===== src/rtl/baseball_pkg.sv =====
`timescale 1ns/1ps
`default_nettype none
// ============================================================================
// Module   : baseball_pkg
// Purpose  : Shared play codes, base-bit indices, inning ceiling and the
//            game-state encoding for the baseball scorekeeper.
// Revision : 1.0  initial release
// ============================================================================
package baseball_pkg;

  // Play codes carried on play_code
  localparam logic [2:0] c_play_nop      = 3'd0;
  localparam logic [2:0] c_play_single   = 3'd1;
  localparam logic [2:0] c_play_double   = 3'd2;
  localparam logic [2:0] c_play_triple   = 3'd3;
  localparam logic [2:0] c_play_home_run = 3'd4;
  localparam logic [2:0] c_play_out      = 3'd5;
  localparam logic [2:0] c_play_walk     = 3'd6;
  localparam logic [2:0] c_play_nop_hi   = 3'd7;

  // Bit positions inside the bases vector
  localparam int unsigned c_base_first  = 0;
  localparam int unsigned c_base_second = 1;
  localparam int unsigned c_base_third  = 2;

  // Hard ceiling on innings: a tie at the end of this inning ends the game
  localparam int unsigned c_max_inning = 15;

  typedef enum logic [1:0] {
    ST_PLAY   = 2'd0,
    ST_CHANGE = 2'd1,
    ST_OVER   = 2'd2
  } game_state_e;

  // Number of set bits: each set bit is a runner (or batter) who crossed home
  function automatic logic [2:0] count_runs(input logic [4:0] crossed);
    logic [2:0] n;
    n = '0;
    for (int i = 0; i < 5; i++) begin
      n = n + {2'b00, crossed[i]};
    end
    return n;
  endfunction

endpackage
`default_nettype wire


===== src/rtl/base_advance.sv =====
`timescale 1ns/1ps
`default_nettype none
// ============================================================================
// Module   : base_advance
// Purpose  : Combinational runner advancement for hits and walks; reports
//            the new base occupancy and the runs scored by the play.
// Revision : 1.0  initial release
// ============================================================================
module base_advance
  import baseball_pkg::*;
(
  input  logic [2:0] bases,
  input  logic [2:0] play_code,
  output logic [2:0] new_bases,
  output logic [2:0] runs
);

  // Bit i of w_adv is base i+1 after the hit; bits 3 and up have crossed home.
  logic [7:0] w_adv;
  logic [2:0] w_batter_idx;

  // Shift every runner by the hit length and drop the batter on base k
  always_comb begin
    w_batter_idx = play_code - 3'd1;
    w_adv        = ({5'b00000, bases} << play_code) | (8'd1 << w_batter_idx);
  end

  // Select the outcome for the offered play code
  always_comb begin
    new_bases = bases;
    runs      = '0;
    case (play_code)
      c_play_single, c_play_double, c_play_triple, c_play_home_run: begin
        new_bases = w_adv[2:0];
        runs      = count_runs(w_adv[7:3]);
      end
      c_play_walk: begin
        // Forced advance: a runner moves only if every base behind him is full
        new_bases[c_base_first]  = 1'b1;
        new_bases[c_base_second] = bases[c_base_second] | bases[c_base_first];
        new_bases[c_base_third]  = bases[c_base_third]
                                 | (bases[c_base_second] & bases[c_base_first]);
        runs                     = {2'b00, &bases};
      end
      default: begin
        new_bases = bases;
        runs      = '0;
      end
    endcase
  end

endmodule
`default_nettype wire


===== src/rtl/baseball_game.sv =====
`timescale 1ns/1ps
`default_nettype none
// ============================================================================
// Module   : baseball_game
// Purpose  : Baseball scorekeeper: accepts plays, tracks bases, outs,
//            inning, half and scores, and decides when the game ends.
// Revision : 1.0  initial release
// ============================================================================
module baseball_game
  import baseball_pkg::*;
#(
  parameter int OUTS_PER_HALF = 3,
  parameter int INNINGS       = 9,
  parameter int SCORE_W       = 7
) (
  input  logic               clk,
  input  logic               reset_n,
  input  logic               play_valid,
  input  logic [2:0]         play_code,
  output logic               play_ready,
  output logic [2:0]         bases,
  output logic [2:0]         outs,
  output logic [3:0]         inning,
  output logic               half,
  output logic [SCORE_W-1:0] score0,
  output logic [SCORE_W-1:0] score1,
  output logic [2:0]         runs_pulse,
  output logic               change_pulse,
  output logic               game_over
);

  game_state_e r_state;

  logic [2:0]         w_new_bases;
  logic [2:0]         w_runs;
  logic [SCORE_W-1:0] w_bat_score;
  logic [SCORE_W:0]   w_bat_sum;
  logic [SCORE_W-1:0] w_bat_sat;
  logic [SCORE_W-1:0] w_score0_n;
  logic [SCORE_W-1:0] w_score1_n;
  logic [2:0]         w_outs_inc;
  logic               w_half_end;
  logic               w_late;
  logic               w_walk_off;
  logic               w_final_half;

  base_advance u_base_advance (
    .bases     (bases),
    .play_code (play_code),
    .new_bases (w_new_bases),
    .runs      (w_runs)
  );

  // Resulting scores and game-end conditions for the offered play
  always_comb begin
    w_bat_score = half ? score1 : score0;
    w_bat_sum   = {1'b0, w_bat_score} + (SCORE_W+1)'(w_runs);
    w_bat_sat   = w_bat_sum[SCORE_W] ? {SCORE_W{1'b1}} : w_bat_sum[SCORE_W-1:0];
    w_score0_n  = half ? score0 : w_bat_sat;
    w_score1_n  = half ? w_bat_sat : score1;
    w_outs_inc  = outs + 3'd1;
    w_half_end  = (play_code == c_play_out) && (w_outs_inc == 3'(OUTS_PER_HALF));
    w_late      = (inning >= 4'(INNINGS));
    // Home team takes the lead in a deciding inning: game ends on the spot
    w_walk_off  = half && w_late && (w_score1_n > w_score0_n);
    if (!half) begin
      // Home team already ahead after the top of a deciding inning
      w_final_half = w_late && (score1 > score0);
    end else begin
      // Visitors ahead, or the last permitted inning ended (tie allowed)
      w_final_half = w_late && ((score0 > score1) || (inning == 4'(c_max_inning)));
    end
  end

  // Game-state machine with all outputs registered
  always_ff @(posedge clk) begin
    if (!reset_n) begin
      r_state      <= ST_PLAY;
      play_ready   <= 1'b1;
      bases        <= '0;
      outs         <= '0;
      inning       <= 4'd1;
      half         <= 1'b0;
      score0       <= '0;
      score1       <= '0;
      runs_pulse   <= '0;
      change_pulse <= 1'b0;
      game_over    <= 1'b0;
    end else begin
      runs_pulse   <= '0;
      change_pulse <= 1'b0;
      case (r_state)
        ST_PLAY: begin
          if (play_valid) begin
            runs_pulse <= w_runs;
            bases      <= w_new_bases;
            score0     <= w_score0_n;
            score1     <= w_score1_n;
            if (w_walk_off) begin
              r_state    <= ST_OVER;
              game_over  <= 1'b1;
              play_ready <= 1'b0;
            end else if (w_half_end && w_final_half) begin
              // Deciding out: freeze the state as it stands, no change pulse
              outs       <= w_outs_inc;
              r_state    <= ST_OVER;
              game_over  <= 1'b1;
              play_ready <= 1'b0;
            end else if (w_half_end) begin
              bases        <= '0;
              outs         <= '0;
              change_pulse <= 1'b1;
              play_ready   <= 1'b0;
              r_state      <= ST_CHANGE;
              if (half) begin
                half   <= 1'b0;
                inning <= inning + 4'd1;
              end else begin
                half <= 1'b1;
              end
            end else if (play_code == c_play_out) begin
              outs <= w_outs_inc;
            end
          end
        end
        ST_CHANGE: begin
          r_state    <= ST_PLAY;
          play_ready <= 1'b1;
        end
        ST_OVER: begin
          play_ready <= 1'b0;
        end
        default: begin
          r_state    <= ST_PLAY;
          play_ready <= 1'b1;
        end
      endcase
    end
  end

endmodule
`default_nettype wire

===== config.mk =====
export PLATFORM = sky130hd
export DESIGN_NAME = baseball_game
export DESIGN_NICKNAME = d
export VERILOG_FILES = /design/src/rtl/baseball_pkg.sv /design/src/rtl/base_advance.sv /design/src/rtl/baseball_game.sv
export SDC_FILE = /design/constraint.sdc
export NUM_CORES = 1
export LEC_CHECK = 0
export CORE_ASPECT_RATIO = 1.75
export CORE_MARGIN = 4
export CORE_UTILIZATION = 30
export DETAILED_ROUTE_END_ITERATION = 6
export PLACE_DENSITY = 0.45
export SYNTH_ARGS = -nofsm -noshare
export SYNTH_HDL_FRONTEND = slang
export SYNTH_HIERARCHICAL = 1
export SYNTH_SLANG_ARGS = --single-unit

===== constraint.sdc =====
create_clock -name clk -period 7.55 [get_ports clk]
set_input_delay 1.1325 -clock clk [delete_from_list [all_inputs] [get_ports clk]]
set_output_delay 1.1325 -clock clk [all_outputs]
set_load 0.1 [all_outputs]

Word-level counts from Yosys, hierarchy flattened
Cells that the tools add are included.
- equal/unequal tests: 11
- muxes and demuxes: 27
- reduce and logical (&&, ||, !) cells: 21
- add/subtract/negate cells: 8
- $lt $le $gt $ge: 4
- bitwise logic cells: 10
- shifts and indexed selects: 2
- operators by type and width (cell ; number):
    $mux W7 ; 4
    $gt A7 B7 Y1 ; 3
    $mux W3 ; 6
    $pmux W3 S2 ; 2
    $reduce_and A3 Y1 ; 4
    $add A3 B1 Y3 ; 3
    $eq A3 B2 Y1 const B ; 3
    $eq A3 B3 Y1 const B ; 3
    $mux W1 ; 9
    $add A7 B3 Y8 ; 1
    $mux W2 ; 4
    $or A8 B8 Y8 ; 1
    $shl A1 B3 Y8 const A ; 1
    $shl A3 B3 Y8 ; 1
    $logic_and A1 B1 Y1 ; 6
    $not A1 Y1 ; 6
    $reduce_and A6 Y1 ; 1
    $reduce_and A5 Y1 ; 1
    $reduce_or A5 Y1 ; 1
    $add A4 B1 Y4 const B ; 1
    $eq A4 B4 Y1 const B ; 1
    $ge A4 B4 Y1 const B ; 1
    $ne A4 B4 Y1 const B ; 1
    $pmux W2 S2 ; 1
    other kinds (16) ; 18
- output and inout bits: 31
- flip-flop bits (word level): 33
- word-level logic and storage cells: 94
- input bits: 6

Logic depth before layout (Yosys ltp)
Gate-level depths: netlist (run 1).
- depth in word-level cells: 16
- depth in mapped cells: 25
- gate-level depth less buffers: 24

By module
Netlist (run 1), hierarchy kept.
- by module, submodules not included (module ; area an instance (um2) ; instances ; cells an instance ; sequential area each (um2)):
    baseball_game ; 2173.3 ; 1 ; 264 ; 660.6
    base_advance ; 357.8 ; 1 ; 51 ; 0.0

Worst setup path before layout (run 1)
No wires, ideal clock.
- path kind: in2reg
- from: in play_code[1]
- to: reg inning[3]
- path slack: 1.494 ns
- data arrival time: 5.986 ns
- stages: 23
- data required time: 7.480 ns
- path through: buf_2 > mux2_2 > o22a_1 > fa_1 > fa_1 > nor2_1 > a41oi_1 > o32ai_1 > ha_1 > inv_1 > fa_1 > nor2b_1 > o21a_1 > a21oi_1 > a31oi_1 > mux2i_1 > ha_1 > nand4_1 > a21oi_1 > o31ai_4 > o211ai_4 > or3_1 > a21oi_1
- longest elaborated chain between the ends: 15
- elaborated cells on any way between the ends: 27
- ends and longest elaborated chain (what ; line ; text):
    start: declaration ; baseball_game.sv:19 ; input logic [2:0] play_code,
    $sub A3 B1 Y3 ; base_advance.sv:24 ; w_batter_idx = play_code - 3'd1;
    $shl A1 B3 Y8 ; base_advance.sv:25 ; w_adv = ({5'b00000, bases} << play_code) | (8'd1 << w_batter_idx);
    $or A8 B8 Y8 ; base_advance.sv:25 ;
    $add A1 B1 Y2 ; baseball_pkg.sv:40 ; n = n + {2'b00, crossed[i]};
    $add A3 B1 Y3 (3 in a row) ; baseball_pkg.sv:40 ;
    $pmux W3 S2 (*) ; base_advance.sv:32 ; case (play_code)
    named net w_runs[0] ; baseball_game.sv:35 ; logic [2:0] w_runs;
    $add A7 B3 Y8 (*) ; baseball_game.sv:57 ; w_bat_sum = {1'b0, w_bat_score} + (SCORE_W+1)'(w_runs);
    $mux W7 (*) ; baseball_game.sv:58 ; w_bat_sat = w_bat_sum[SCORE_W] ? {SCORE_W{1'b1}} : w_bat_sum[SCORE_W-1:0];
    $mux W7, on equally long branches ; baseball_game.sv:60, baseball_game.sv:59 ;
    $gt A7 B7 Y1 (*) ; baseball_game.sv:65 ; w_walk_off = half && w_late && (w_score1_n > w_score0_n);
    $logic_and A1 B1 Y1 (*) ; baseball_game.sv:65 ;
    $not A1 Y1 (no source line) (*) ; n/a ;
    $reduce_and A6 Y1 (no source line) (*) ; n/a ;
    end signal: assignment ; baseball_game.sv:117 ; inning <= inning + 4'd1;
    end: declaration ; baseball_game.sv:23 ; output logic [3:0] inning,
Mark *: on every way through the listed nets, which the timed path passes. The rest lies on a longest branch.
A chain may end at the register's enable or synchronous reset.

Worst setup path after layout (run 1)
- from: in play_code[0]
- to: reg inning[3]
- longest elaborated chain between the ends: 15
- elaborated cells on any way between the ends: 27
- ends and longest elaborated chain (what ; line ; text):
    $sub A3 B1 Y3 ; base_advance.sv:24 ;
    $shl A1 B3 Y8 ; base_advance.sv:25 ;
    $or A8 B8 Y8 ; base_advance.sv:25 ;
    $add A1 B1 Y2 ; baseball_pkg.sv:40 ;
    $add A3 B1 Y3 (3 in a row) ; baseball_pkg.sv:40 ;
    $pmux W3 S2 (*) ; base_advance.sv:32 ;
    named net w_runs[0] ; baseball_game.sv:35 ;
    $add A7 B3 Y8 (*) ; baseball_game.sv:57 ;
    $mux W7 (*) ; baseball_game.sv:58 ;
    $mux W7 (*) ; baseball_game.sv:60 ; w_score1_n = half ? w_bat_sat : score1;
    named net w_score1_n[6] ; baseball_game.sv:40 ; logic [SCORE_W-1:0] w_score1_n;
    $gt A7 B7 Y1 (*) ; baseball_game.sv:65 ;
    $logic_and A1 B1 Y1 (*) ; baseball_game.sv:65 ;
    $not A1 Y1 (no source line) (*) ; n/a ;
    $reduce_and A6 Y1 (no source line) (*) ; n/a ;
Marks and branches as above.

==> impl_results.md, run 1 <==
- Outcome: finished, final reports clean
- Commonest non-fill, non-tap cell in the layout: clkdlybuf4s50_1
- Most frequent cells in the layout: 36 x clkdlybuf4s50_1, 33 x dfxtp_1, 31 x nand2_1, 31 x nor2_1, 23 x ha_1
- Root Buffer: clkbuf_16
- Post-layout worst setup margin: 498 ps
- Clock sink total: 33
- Post-route ant nets: 0
- Min Tclk post-route: 7050 ps
- Post-synth top area share: 26.1%
- CTS Hold Buffers Added: 0
- Yosys cell types: 65
- Slowest CP cell: clkdlybuf4s50_1
- Inserted Diodes: 0
- Placed Instance Area: ~3000 sq um
- Largest net degree at the start of global routing: 32
- Avg Cell Area, Syn: 8.04 sq um
- Post-DR wirelength/cell: 16.1 um
- Max incr delay on CP: 730 ps
- Initial core utilization: 30.7%
- Final Hold Fails: 0
- All-Layer GR Usage: 14.7%
- Crit. End Element: register
- Top Family by Delay on Critical Path: compound AO/OA/AOI/OAI gates
- GR Util met2: ~29%
- Yosys reg bits: 33
- Slew @ Worst Pin: 983 ps
- Relative slew margins: 34.3%
- Drt total wl: roughly 7100 um
- Async SR Flop Fraction: 0%
- Syn-to-layout area delta: 22.1%
- Period utilisation layout: just over 90%
- Buffers on Ports: 36
- Power per Cell Area: 154 nW/um^2
- Post-route cell area: 3090 sq um
- Global routing's busiest layer: met2
- Slew Viols, Final: 0
- IO Pins: 37
- First-pass GRT wire length: 11,500 um
- Clock-pin slew on the worst setup and hold paths: 50 ps
- Count of mapped cells out of synthesis: 315
- RSZ-0062 raised after global routing: no
- Worst skew pair latency: 280 ps
- Htree depth: 2
- Placer Congestion: 0.836
- CP startpoint kind: input port
- Vias in the first global route: 2,405
- Final setup viols: 0
- Total Power: 476 uW
- FP Rows: 44
- DRC violations left: 0
- Critical Path, Cell by Cell: clkdlybuf4s50_1, mux2i_1, mux2_2, o22a_1, fa_1, fa_1, o32ai_1, ha_1, inv_1, fa_1, nor2b_1, o21a_1, a21oi_1, a31oi_1, nand2_1, o21ai_0, ha_1, nand4_1, a21oi_1, o31ai_4, o211ai_4, or3_1, a21oi_1
- Critical Path RT: between 7000 and 8000 ps
- Post-cts sizing count: 0
- Post-synth EDFFs: 0
- DIE HEIGHT: between 100 and 150 um
- Worst hold slack: 440 ps
- Buf/Inv on CP: 2
- R2R setup slack: 1530 ps
- Die width: 77.4 um
- TNS Setup: 0 ps
- Met3 Track Usage GR: 1.88%
- 1st-iter DRT viols: ~120
- Setup CP Type: in2reg
- DR vias: 2,346
- Synth area leader: dfxtp_1
- CTS tree: done
- Top_reg_cell synth: dfxtp_1
- Antenna violations before repair: 0
- Post-layout nets: 377
- Post-CTS setup buffers: 0
- Clock buffer depth: 2
- Data arrival, critical path: ~7200 ps
- Core area: 8260 sq um
- Routed vias/inst: 5.36
- M1 GR Usage: 15.0%
- Hold WC Path Type: reg2reg
- Worst VDD drop: 0.0000827 V
- Drt first pass iters: 4
- Seq/Total Area, Yosys: 26.1%
- Total global routing overflow: 0
- Highest Clock Rate: 142 MHz
- Largest cells by area after synthesis: dfxtp_1 26%, ha_1 11%, nand2_1 4.6%
- Ys Warns: 6
- Mapped cell area: 2530 sq um
- Setup Slack @ Placement: 219 ps
- Max cap viols: 0
- Detailed placement HPWL: 5490 um
- CTS buffer count: 5
- Die Area: roughly 10,000 sq um
- Leak: 0.00116 uW
- Crit path max fanout: 12
- Post-Syn Nets: 347
- Worst Clk Skew: 3.66 ps
- Layout cell share with drive strength beyond 1: 8.67%
- Layout fillers: 866
[sequential cells by signal (all words and copies together) (netlist names), 2 cells and up]
register / count
r_state: 2
bases: 3
runs_pulse: 3
inning: 4
outs: 3
score0: 7
score1: 7
[kinds of logic (layout without fill, tap and decap cells)]
group	Yosys count	after routing	synth area share (%)
adders and majority gates	27	27	14.2
AOI/OAI and AO/OA	90	90	24.8
and+or+nand+nor	106	106	20.3
muxes	16	16	6.57
DFF	33	33	26.1
xor gates and xnor gates	4	4	1.38
buffers and inverters	39	70	6.62
[worst reg2reg max path: cells and delay by family (launching register included)]
family	cells	cell delay, ps
compound gates	10	2230
buf+inv	1	60
simple gates	4	700
flops	1	550
mux	2	430
fa+ha+maj	5	1970
[metal layers]
metal | vias up | wire, um | part of all wire, %
met5 | - | 0 | 0
met4 | 0 | 202 | 2.9
met3 | 12 | 172 | 2.4
met2 | 42 | 3960 | 56
met1 | 1097 | 2730 | 39
li1 | 1195 | - | -
[cell type report]
class / count / area [sq um] / area share [%]
clock buffers: 5 / 125 / 4.05
flip-flops and latches: 33 / 661 / 21.4
multi-input cells: 243 / 1700 / 55.1
clock inverters: 3 / 17.5 / 0.567
inverters: 23 / 86.3 / 2.79
well taps: 92 / 115 / 3.72
repair buffers: 39 / 383 / 12.4
[where the power goes]
group	switching, uW	total (uW)	internal [uW]	leakage, uW
logic	65.6	97.2	31.6	0.000822
clock network	76.1	197	121	0.0000696
registers	4.80	182	177	0.000267
total	147	476	330	0.00116
[synthesized netlist by cell type (2+ instances only)]
master    count
nor2_1       31
nand4_1       2
a311oi_1      2
and3_1        3
nand3_1      13
o21ai_1       4
a31oi_1       3
mux2_2        5
nand3b_1      5
inv_1        21
mux2i_1      11
a211oi_1      7
clkbuf_1      8
o21ai_0      18
and2_1        3
dfxtp_1      33
nand2b_1      4
a21oi_1      20
o21a_1        3
xnor2_1       4
a21o_1        3
fa_1          3
nand2_1      31
buf_4         2
ha_1         23
o31ai_1       2
buf_2         5
or3_1         5
o22ai_1       5
[worst paths after layout]
check | startpoint | to | cells after the start
min reg2reg | game_over$_SDFFE_PN0P_ | game_over$_SDFFE_PN0P_ | 2
max | play_code[0] | inning[3]$_SDFFE_PN0P_ | 23
max reg2reg | bases[0]$_SDFFE_PN0P_ | inning[3]$_SDFFE_PN0P_ | 22
min | game_over$_SDFFE_PN0P_ | game_over$_SDFFE_PN0P_ | 2
[stage by stage]
stage	util [%]	instances
6_report	37.4	438
3_5_place_dp	35.7	430
2_1_floorplan	-	315
5_1_grt	37.4	438
3_3_place_gp	35.7	430
4_1_cts	37.4	438
No activity file was read; power rests on OpenSTA's default activity.
==> inputs of run 2 (changes only) <==
- CTS_CLUSTER_DIAMETER: default -> 150
==> results of run 2 <==
The final DEF is identical to that of run 1; final timing and power are the same.
==> inputs of run 3 (changes only) <==
- GPL_TIMING_DRIVEN: default -> 0
==> run 3 against run 2 <==
Against the previous run: non-clock buffer count rose by 13; combinational power rose by 5%; via count rose by 2.9%; critical path depth did not move; worst hold slack improved by 0.78 ps; fmax rose by 2.0%; global-route usage rose by 0.86 points; critical path type unchanged; first-iteration DRC count fell by 21%.
==> impl_results.md, run 3 (synthesis gave the netlist of run 1 again) <==
- Outcome: finished, final reports clean
- Worst Clk Skew: just over 7 ps
- Post-route ant nets: 0
- CP startpoint kind: input port
- Metal1 wirelength: 2930 um
- Die Area: 10,000 sq um
- Min Tclk post-route: 6910 ps
- Layout cell share with drive strength beyond 1: around a tenth
- Root Buffer: clkbuf_16
- Post-DR wirelength/cell: 16.6 um
- Largest net degree at the start of global routing: 12
- Clock buffer depth: 2
- CTS Hold Buffers Added: 0
- Die width: 77.4 um
- Post-route cell area: 3180 sq um
- Period utilisation layout: 91.5%
- Vias in the first global route: roughly 2,400
- Clock sink total: 33
- Largest regs: score0: 7 flops, score1: 7 flops, inning: 4 flops
- DIE HEIGHT: 130 um
- DRC violations left: 0
- Area of the multi-input gates: 1700 sq um
- WL met3: roughly 190 um
- Setup Slack @ Placement: 303 ps
- Slew Viols, Final: 0
- Power per Cell Area: 167 nW/um^2
- Commonest non-fill, non-tap cell in the layout: clkdlybuf4s50_1
- DR vias: 2,415
- Htree depth: 2
- Hold WC Path Type: reg2reg
- Detailed placement HPWL: 5850 um
- CTS buffer count: 5
- Post-layout nets: 390
- Post-CTS setup buffers: 0
- First-pass GRT wire length: around 12,000 um
- Setup CP Type: in2reg
- Post-cts sizing count: 0
- Crit. End Element: register
- Most frequent cells in the layout: 36 x clkdlybuf4s50_1, 33 x dfxtp_1, 31 x nand2_1, 31 x nor2_1, 23 x ha_1
- CTS tree: done
- 1st-iter DRT viols: 93
- Core area: a little over 8000 sq um
- Drt total wl: 7500 um
- Final setup viols: 0
- Max cap viols: 0
- Total global routing overflow: 0
- Inserted Diodes: 0
- Total Power: 530 uW
- Relative slew margins: between 30% and 40%
- Slew @ Worst Pin: 973 ps
- Antenna violations before repair: 0
- Clock-pin slew on the worst setup and hold paths: 60 ps
- Placer Congestion: 0.881
- Worst VDD drop: about 0.000086 V
- Met2 WL post-DR: 4120 um
- Syn-to-layout area delta: 25.8%
- Final Hold Fails: 0
- Reg area: roughly 660 sq um
- Drt first pass iters: 4
- Post-layout worst setup margin: 640 ps
- FP Rows: 44
- Highest Clock Rate: 145 MHz
- Data arrival, critical path: a little over 7000 ps
- IO Pins: 37
- Buffers on Ports: 36
- Routed vias/inst: 5.35
- All-Layer GR Usage: 15.5%
- Placed Instance Area: 3010 sq um
- Worst skew pair latency: roughly 280 ps
- Critical Path RT: just under 8000 ps
- RSZ-0062 raised after global routing: no
- Initial core utilization: between 30% and 40%
- Layout fillers: 885
- Crit path max fanout: 10
- DR top layer: met4
- Leak: roughly 0.0012 uW
- TNS Setup: 0 ps
-- run 3: power breakdown --
| group | switching [uW] | internal (uW) |
|---|---|---|
| combinational | 68.4 | 33.4 |
| clock | 82.9 | 165 |
| sequential | 3.46 | 177 |
-- run 3: worst paths after layout --
check,start,end,slack (ps),depth (start not counted)
worst max-delay path,play_code[2],outs[2]$_SDFFE_PN0P_,640,23
worst max register to register,bases[0]$_SDFFE_PN0P_,outs[2]$_SDFFE_PN0P_,1560,22
worst min register to register,game_over$_SDFFE_PN0P_,game_over$_SDFFE_PN0P_,440,2
worst min-delay path,game_over$_SDFFE_PN0P_,game_over$_SDFFE_PN0P_,440,2
-- run 3: per-stage QoR --
stage / std cells / utilization (%) / hold WS [ps]
after CTS: 451 / 38.5 / 446
after floorplan: 315 / - / 485
after global routing: 451 / 38.5 / 480
after detailed placement: 443 / 36.4 / 436
after global placement: 443 / 36.4 / 433
final: 451 / 38.5 / 441
-- run 3: routing by layer --
layer	up-vias	global-route usage [%]
met4	0	8.70
met3	17	2.16
met5	-	0
met2	48	29.9
met1	1136	15.8
li1	1214	-
-- run 3: final cells by class --
type | instances | share of cell area [%]
Clock buffer | 6 | 4.36
Tap cell | 92 | 3.62
Timing Repair Buffer | 36 | 11.3
Inverter | 23 | 2.71
Clock inverter | 2 | 1.18
Sequential cell | 33 | 20.8
Multi-Input combinational cell | 243 | 53.5
Buffer | 16 | 2.56
-- run 3: worst max-delay path, stage by stage --
cell and delay [ps]:
clkdlybuf4s50_1 640, buf_4 230, inv_1 80, a211oi_1 250
a21oi_1 90, fa_1 490, fa_1 520, o32ai_1 380
ha_1 240, inv_1 60, fa_1 420, nor2b_1 140
o21a_1 230, a21oi_1 90, a31oi_1 310, mux2i_1 160
ha_1 320, nand4_1 120, a21oi_1 80, o31ai_4 440
nand3_2 190, or4_1 420, o21ai_1 90
